`config.mk`:
```
export PLATFORM = sky130hd
export DESIGN_NAME = cordic_lin_mac_flat
export DESIGN_NICKNAME = d
export VERILOG_FILES = /design/src/rtl/cordic_pkg.sv /design/src/rtl/cordic_lin_mac_if.sv /design/src/rtl/mux.sv /design/src/rtl/cordic_lin_mac.sv /design/src/flat_wrapper.sv
export SDC_FILE = /design/constraint.sdc
export NUM_CORES = 1
export LEC_CHECK = 0
export CORE_ASPECT_RATIO = 1.4
export CORE_UTILIZATION = 30
export DETAILED_ROUTE_END_ITERATION = 8
export PLACE_DENSITY = 0.51
export REMOVE_ABC_BUFFERS = 1
export SLEW_MARGIN = 15
export SYNTH_ARGS = -nofsm -noshare
export SYNTH_HDL_FRONTEND = slang
export SYNTH_SLANG_ARGS = --single-unit
export TNS_END_PERCENT = 5
```
`constraint.sdc`:
```
create_clock -name clk -period 5.3 [get_ports clk]
set_input_delay 1.06 -clock clk [delete_from_list [all_inputs] [get_ports clk]]
set_output_delay 1.06 -clock clk [all_outputs]
set_load 0.01 [all_outputs]
```
`src/rtl/cordic_pkg.sv`:
```
// cordic_pkg: shared constants, FSM encoding and output clamp
// for the linear-mode CORDIC multiply-accumulate datapath.
package cordic_pkg;

    localparam int DEF_WIDTH = 15;
    localparam int DEF_FRAC  = 12;
    localparam int DEF_ITER  = 13;
    localparam int DEF_GUARD = 3;

    typedef enum logic [1:0] {
        IDLE = 2'd0,
        RUN  = 2'd1,
        DONE = 2'd2
    } state_t;

    // Clamp v into the signed range of an (msb+1)-bit word.
    function automatic logic signed [31:0] saturate(
        input logic signed [31:0] v,
        input int                 msb
    );
        logic signed [31:0] hi;
        logic signed [31:0] lo;
        hi = (32'sd1 <<< msb) - 32'sd1;
        lo = -(32'sd1 <<< msb);
        if (v > hi)
            return hi;
        else if (v < lo)
            return lo;
        return v;
    endfunction

endpackage

```
`src/rtl/cordic_lin_mac_if.sv`:
```
// cordic_lin_mac_if: operand and result valid/ready handshakes.
// master = producer/consumer side, slave = the MAC block.
interface cordic_lin_mac_if #(
    parameter int WIDTH = 15
);
    logic           in_valid;
    logic           in_ready;
    logic [WIDTH:0] x_in;
    logic [WIDTH:0] z_in;
    logic [WIDTH:0] y_in;
    logic           out_valid;
    logic           out_ready;
    logic [WIDTH:0] result;

    modport master (
        output in_valid, x_in, z_in, y_in, out_ready,
        input  in_ready, out_valid, result
    );

    modport slave (
        input  in_valid, x_in, z_in, y_in, out_ready,
        output in_ready, out_valid, result
    );
endinterface

```
`src/rtl/mux.sv`:
```
// mux: 2:1 word select primitive.
// Ports: sel (0 -> in0, 1 -> in1), in0/in1 data, out selected word.
module mux #(
    parameter int WIDTH = 15
) (
    input  logic           sel,
    input  logic [WIDTH:0] in0,
    input  logic [WIDTH:0] in1,
    output logic [WIDTH:0] out
);
    assign out = sel ? in1 : in0;
endmodule

```
`src/rtl/cordic_lin_mac.sv`:
```
// cordic_lin_mac: iterative linear CORDIC, result = y0 + x0*z0.
// Ports: clk, rst (async high), bus (slave: operands in, result out).
module cordic_lin_mac
    import cordic_pkg::*;
#(
    parameter int WIDTH = DEF_WIDTH,
    parameter int FRAC  = DEF_FRAC,
    parameter int ITER  = DEF_ITER,
    parameter int GUARD = DEF_GUARD
) (
    input  logic             clk,
    input  logic             rst,
    cordic_lin_mac_if.slave  bus
);
    localparam int YW = WIDTH + 1 + GUARD;
    localparam int ZW = WIDTH + 2;
    localparam int CW = $clog2(ITER);

    state_t state, state_nx;

    logic [CW-1:0] cnt;
    logic [CW-1:0] fsh;
    logic          sel;
    logic          load;
    logic          step;
    logic          last;
    logic          d;

    logic signed [WIDTH:0] x_r, x_d;
    logic signed [YW-1:0]  y_r, y_d, y_ld, y_fb;
    logic signed [YW-1:0]  x_ext, x_sh;
    logic signed [ZW-1:0]  z_r, z_d, z_ld, z_fb;
    logic signed [ZW-1:0]  z_step;
    logic [WIDTH:0]        res_r;

    assign sel  = (state == RUN);
    assign last = (cnt == CW'(ITER - 1));

    assign y_ld = {{GUARD{bus.y_in[WIDTH]}}, bus.y_in};
    assign z_ld = {bus.z_in[WIDTH], bus.z_in};

    // Rotation direction drives z toward zero.
    assign d      = ~z_r[ZW-1];
    assign x_ext  = YW'(x_r);
    assign x_sh   = x_ext >>> cnt;
    assign fsh    = CW'(FRAC) - cnt;
    assign z_step = ZW'(1) << fsh;
    assign y_fb   = d ? (y_r + x_sh) : (y_r - x_sh);
    assign z_fb   = d ? (z_r - z_step) : (z_r + z_step);

    mux #(.WIDTH(WIDTH)) u_mux_x (
        .sel (sel),
        .in0 (bus.x_in),
        .in1 (x_r),
        .out (x_d)
    );

    mux #(.WIDTH(YW - 1)) u_mux_y (
        .sel (sel),
        .in0 (y_ld),
        .in1 (y_fb),
        .out (y_d)
    );

    mux #(.WIDTH(ZW - 1)) u_mux_z (
        .sel (sel),
        .in0 (z_ld),
        .in1 (z_fb),
        .out (z_d)
    );

    always_comb begin
        state_nx = state;
        load     = 1'b0;
        step     = 1'b0;
        unique case (state)
            IDLE: begin
                load = bus.in_valid;
                if (bus.in_valid)
                    state_nx = RUN;
            end
            RUN: begin
                step = 1'b1;
                if (last)
                    state_nx = DONE;
            end
            DONE: begin
                if (bus.out_ready)
                    state_nx = IDLE;
            end
            default: state_nx = IDLE;
        endcase
    end

    always_ff @(posedge clk or posedge rst) begin
        if (rst) begin
            state <= IDLE;
            cnt   <= '0;
            x_r   <= '0;
            y_r   <= '0;
            z_r   <= '0;
            res_r <= '0;
        end else begin
            state <= state_nx;
            if (load || step) begin
                x_r <= x_d;
                y_r <= y_d;
                z_r <= z_d;
            end
            if (load)
                cnt <= '0;
            else if (step)
                cnt <= cnt + CW'(1);
            if (step && last)
                res_r <= (WIDTH + 1)'(saturate(32'(y_fb), WIDTH));
        end
    end

    assign bus.in_ready  = (state == IDLE) && !rst;
    assign bus.out_valid = (state == DONE);
    assign bus.result    = res_r;

endmodule

```
`src/flat_wrapper.sv`:
```
// flat-port wrapper written by rule: the top's interface ports become plain ports
module cordic_lin_mac_flat import cordic_pkg::*;
#(
    parameter int WIDTH = DEF_WIDTH,
    parameter int FRAC  = DEF_FRAC,
    parameter int ITER  = DEF_ITER,
    parameter int GUARD = DEF_GUARD
)
  (clk, rst, bus_in_valid, bus_x_in, bus_z_in, bus_y_in, bus_out_ready, bus_in_ready, bus_out_valid, bus_result);
  cordic_lin_mac_if #(.WIDTH(WIDTH)) bus_i ();
  input  logic clk;
  input  logic rst;
  input wire logic [$bits(bus_i.in_valid)-1:0] bus_in_valid;
  input wire logic [$bits(bus_i.x_in)-1:0] bus_x_in;
  input wire logic [$bits(bus_i.z_in)-1:0] bus_z_in;
  input wire logic [$bits(bus_i.y_in)-1:0] bus_y_in;
  input wire logic [$bits(bus_i.out_ready)-1:0] bus_out_ready;
  output wire logic [$bits(bus_i.in_ready)-1:0] bus_in_ready;
  output wire logic [$bits(bus_i.out_valid)-1:0] bus_out_valid;
  output wire logic [$bits(bus_i.result)-1:0] bus_result;
  assign bus_i.in_valid = bus_in_valid;
  assign bus_i.x_in = bus_x_in;
  assign bus_i.z_in = bus_z_in;
  assign bus_i.y_in = bus_y_in;
  assign bus_i.out_ready = bus_out_ready;
  assign bus_in_ready = bus_i.in_ready;
  assign bus_out_valid = bus_i.out_valid;
  assign bus_result = bus_i.result;
  cordic_lin_mac #(.WIDTH(WIDTH), .FRAC(FRAC), .ITER(ITER), .GUARD(GUARD)) u_core (.clk(clk), .rst(rst), .bus(bus_i));
endmodule
```
==> implementation parameters <==
Parameter                              Value

Run status
  Result of the run    completed

Detailed routing
  Post-route DRC    0
  Vias per inst    5.294
  Post-detailed-routing wire length    18.36 mm
  Vias    5850
  Number of iterations in the first detailed-routing pass    4
  Antenna violation net count after detailed routing    0
  DR WL/cell    16.61 um
  First-iteration detailed-routing DRC count    290

Cells and area
  Fraction of final layout cells sized beyond drive strength 1    15.90%
  Final Instance Area    8036 sq um
  Post-layout utilization of the core    39.09%
  Total of fill cells in the finished design    2118
  Ant diodes    0
  Count of nets after finishing    940
  Final std cells w/o fill    1105
  Layout Area Growth over Synthesis    27.69%

Floorplan
  Floorplan row count    62
  Horizontal die dimension    124.4 um
  Core Region    20560 sq um
  Number of ports placed on the die boundary    70
  Area enclosed by the die boundary    21570 sq um
  Die height    173.4 um
  Initial core utilization    30.61%

Global routing
  Maximum number of pins on one net before global-route repair    50
  Total global-route track usage    17.22%
  Via count of the first global-routing pass    5857
  GRT Residual Overflow    0
  Antenna violations before repair    0
  Wire length of the first global-routing pass    30.15 mm

Synth
  Cells after Synth    744
  Most used flip-flop cell after synthesis    dfrtp_1
  FF+latch count, synth    74
  Number of enable flip-flop cells after synthesis    0
  XOR/XNOR share of the synthesized area    6.262%
  Fraction of synthesis flops using an asynchronous set or reset pin    100.0%
  Cell variety after synth    69
  Main combinational cell family by area after synthesis    compound AO/OA/AOI/OAI gates
  Share of synthesized area spent on multiplexers    6.362%
  Post-synthesis share of cell area spent on and, or, nand and nor gates    20.26%
  Post-Syn Area    6294 sq um
  Register area share after synthesis    29.42%
  Total of warnings raised by yosys    0
  Syn_area_per_cell    8.459 sq um
  Arithmetic-cell share of the synthesized area counting full adders, half adders and majority gates    8.986%
  Compound-gate portion of the synthesized area    24.45%

Flow run
  Max_cap viols    0

Clock tree
  Number of sinks driven by the clock tree    74
  Number of buffers inserted during clock tree synthesis    9
  Clock tree from TritonCTS    yes
  Insertion delay of the later-clocked pin in the worst-skew pair    0.36 ns
  CTS H-Tree Depth    3
  Deepest clock path buffer count    2
  Clock transition time at the flip-flop clock pins of the worst setup and hold paths    0.06 ns
  Clock tree root buffer cell    clkbuf_16
  Hold buffer count at cts    0

Hold path
  Path type of the worst min-delay path    register to register

Timing
  Number of slew-limit violations in the final report    0
  Final setup skew    0.009163 ns
  Unrepaired setup endpoints after global routing    yes
  Minimum clock period after layout    5.134 ns
  Remaining max-slew budget at the tightest pin    39.02%
  Max frequency    194.8 MHz
  Hold violation total from the final report    0
  Number of failing setup endpoints in the final timing report    0
  Worst slew pin tran    0.9136 ns
  Fin crit share    96.87%

Setup path
  Element type at the critical path start    register
  Worst r2r path cells    21
  Capturing element type of the critical path    register
  Terminus of the critical flop-to-flop path    u_core.bus.result[11]
  Slowest stage delay, CP    0.56 ns
  Critical setup path kind    register to register
  End of the critical path    u_core.bus.result[11]
  Arrival time at the worst endpoint    5.37 ns
  Crit-path slowest cell    mux4_2
  Required time of the worst setup path    5.54 ns
  Register-to-Register Setup Slack    0.17 ns
  Startpoint of the worst setup timing path    u_core.cnt[0]
  Largest fanout on the critical path    7
  Cells along the critical path    mux4_2 -> buf_4 -> mux4_2 -> nor3b_4 -> nand2_1 -> nor2_1 -> o32a_1 -> nor2_1 -> a221oi_2 -> ha_1 -> and3_4 -> a221oi_4 -> nand2_1 -> o211ai_1 -> a31o_2 -> a211oi_2 -> nor4_4 -> buf_4 -> nor3_4 -> clkbuf_16 -> a221o_1
  R2r startpoint    u_core.cnt[0]

Placed design
  DP Area    7503 sq um
  Hpwl dp    13.41 mm
  IO buf count    69
  Routability congestion estimate from global placement    0.8916
  Post-Place Cells    1079
-- cell usage after synthesis (all sizes together), types with 5 or more instances --
cell / count / area share (%)
a211oi: 9 / 1.1
a21o: 13 / 1.6
a21oi: 48 / 3.9
a221o: 18 / 2.9
a22oi: 13 / 1.6
a31oi: 15 / 1.5
and2: 7 / 0.70
and3: 10 / 0.99
buf: 8 / 0.91
clkbuf: 31 / 1.8
dfrtp: 74 / 29
ha: 42 / 8.3
inv: 25 / 1.5
mux4: 14 / 5.0
nand2: 131 / 7.8
nand2b: 8 / 0.80
nand3: 8 / 0.64
nor2: 57 / 3.4
nor2b: 9 / 0.89
nor3: 12 / 1.1
o21a: 7 / 0.83
o21ai: 45 / 3.6
o21bai: 6 / 0.72
o22ai: 7 / 0.70
o31a: 5 / 0.70
o31ai: 7 / 0.83
or2: 9 / 0.89
xnor2: 27 / 3.8
xor2: 18 / 2.5
-- per-stage QoR --
step	TNS, ns	setup WS (ns)	hold slack, ns
after floorplan	-5.869	-0.4008	0.4410
after global placement	-0.1395	-0.01190	0.4649
after detailed placement	-1.706	-0.1198	0.4739
after CTS	0	0.01355	0.4877
after global routing	-0.8902	-0.07328	0.5274
final	0	0.1658	0.4816
-- flip-flops by register name (all words and copies together), names as in the netlist --
register and count:
u_core.x_r 16, u_core.cnt 4, u_core.state 2, u_core.y_r 19, u_core.z_r 17, u_core.bus.result 16
-- worst min path at each step --
| stage | end | slack, ns | depth (start not counted) | startpoint |
|---|---|---|---|---|
| after floorplan | u_core.x_r[0] | 0.44 | 2 | u_core.x_r[0] |
| after global placement | u_core.bus.result[15] | 0.46 | 2 | u_core.bus.result[15] |
| after detailed placement | u_core.bus.result[15] | 0.47 | 2 | u_core.bus.result[15] |
| after CTS | u_core.bus.result[15] | 0.49 | 2 | u_core.bus.result[15] |
| after global routing | u_core.x_r[0] | 0.53 | 2 | u_core.x_r[0] |
| final | u_core.bus.result[15] | 0.48 | 2 | u_core.bus.result[15] |
-- placed cells by master, fill, tap and decap left out, drive strengths merged, types with 6 or more instances in the layout --
master	count
mux4	14
a31oi	15
and2	7
or2	9
xnor2	27
inv	24
nand2	131
o21ai	45
o22ai	7
and3	10
nand3	8
nor3	12
a21o	13
buf	58
ha	42
a211oi	9
o21bai	6
o31ai	7
clkdlybuf4s50	69
xor2	18
nor2b	9
a221o	18
o21a	7
nor2	57
dfrtp	74
a21oi	48
clkbuf	12
a22oi	13
nand2b	8
-- routing by layer --
metal / routed length (um) / up-vias / track usage (%)
li1: - / 2922 / -
met1: 8120 / 2788 / 21.24
met5: 0 / - / 0
met4: 453 / 0 / 6.576
met2: 9270 / 115 / 30.04
met3: 510 / 25 / 2.531
-- layout make-up --
cell class	count	area, sq um	share of cell area [%]
tap	256	320.3	3.986
timing repair buffer	128	1180	14.68
clock inverter	5	53.80	0.6695
clock buffer	11	242.7	3.020
inverter	25	95.09	1.183
sequential	74	1854	23.07
multi-input combinational	606	4290	53.39
-- worst max-delay path, delay by kind of cell (launching register included) --
kind,cells,cell delay [ns]
mux,2,1.05
flops,1,0.48
compound gates,7,1.44
simple gates,8,1.23
buf+inv,3,0.51
fa+ha+maj,1,0.28
-- cell families (layout without fill, tap and decap cells) --
logic type	count (synthesis)	after routing
XOR/XNOR	45	45
buffers and inverters	64	169
adder cells (fa/ha/maj)	44	44
AND/OR/NAND/NOR	269	269
multiplexers	22	22
flip-flops	74	74
AO/OA/AOI/OAI	226	226
-- what timing repair did --
| action | in CTS | in global routing |
|---|---|---|
| pin swaps | 1 | 16 |
| gates resized for setup | 4 | 26 |
| gates cloned | 0 | 1 |
| setup endpoints to repair | 15 | 17 |
| buffers inserted | 1 | 9 |
Power is left out: the tool's default activity adds up to more than one toggle a clock period on the data nets, which glitch-free logic cannot reach.
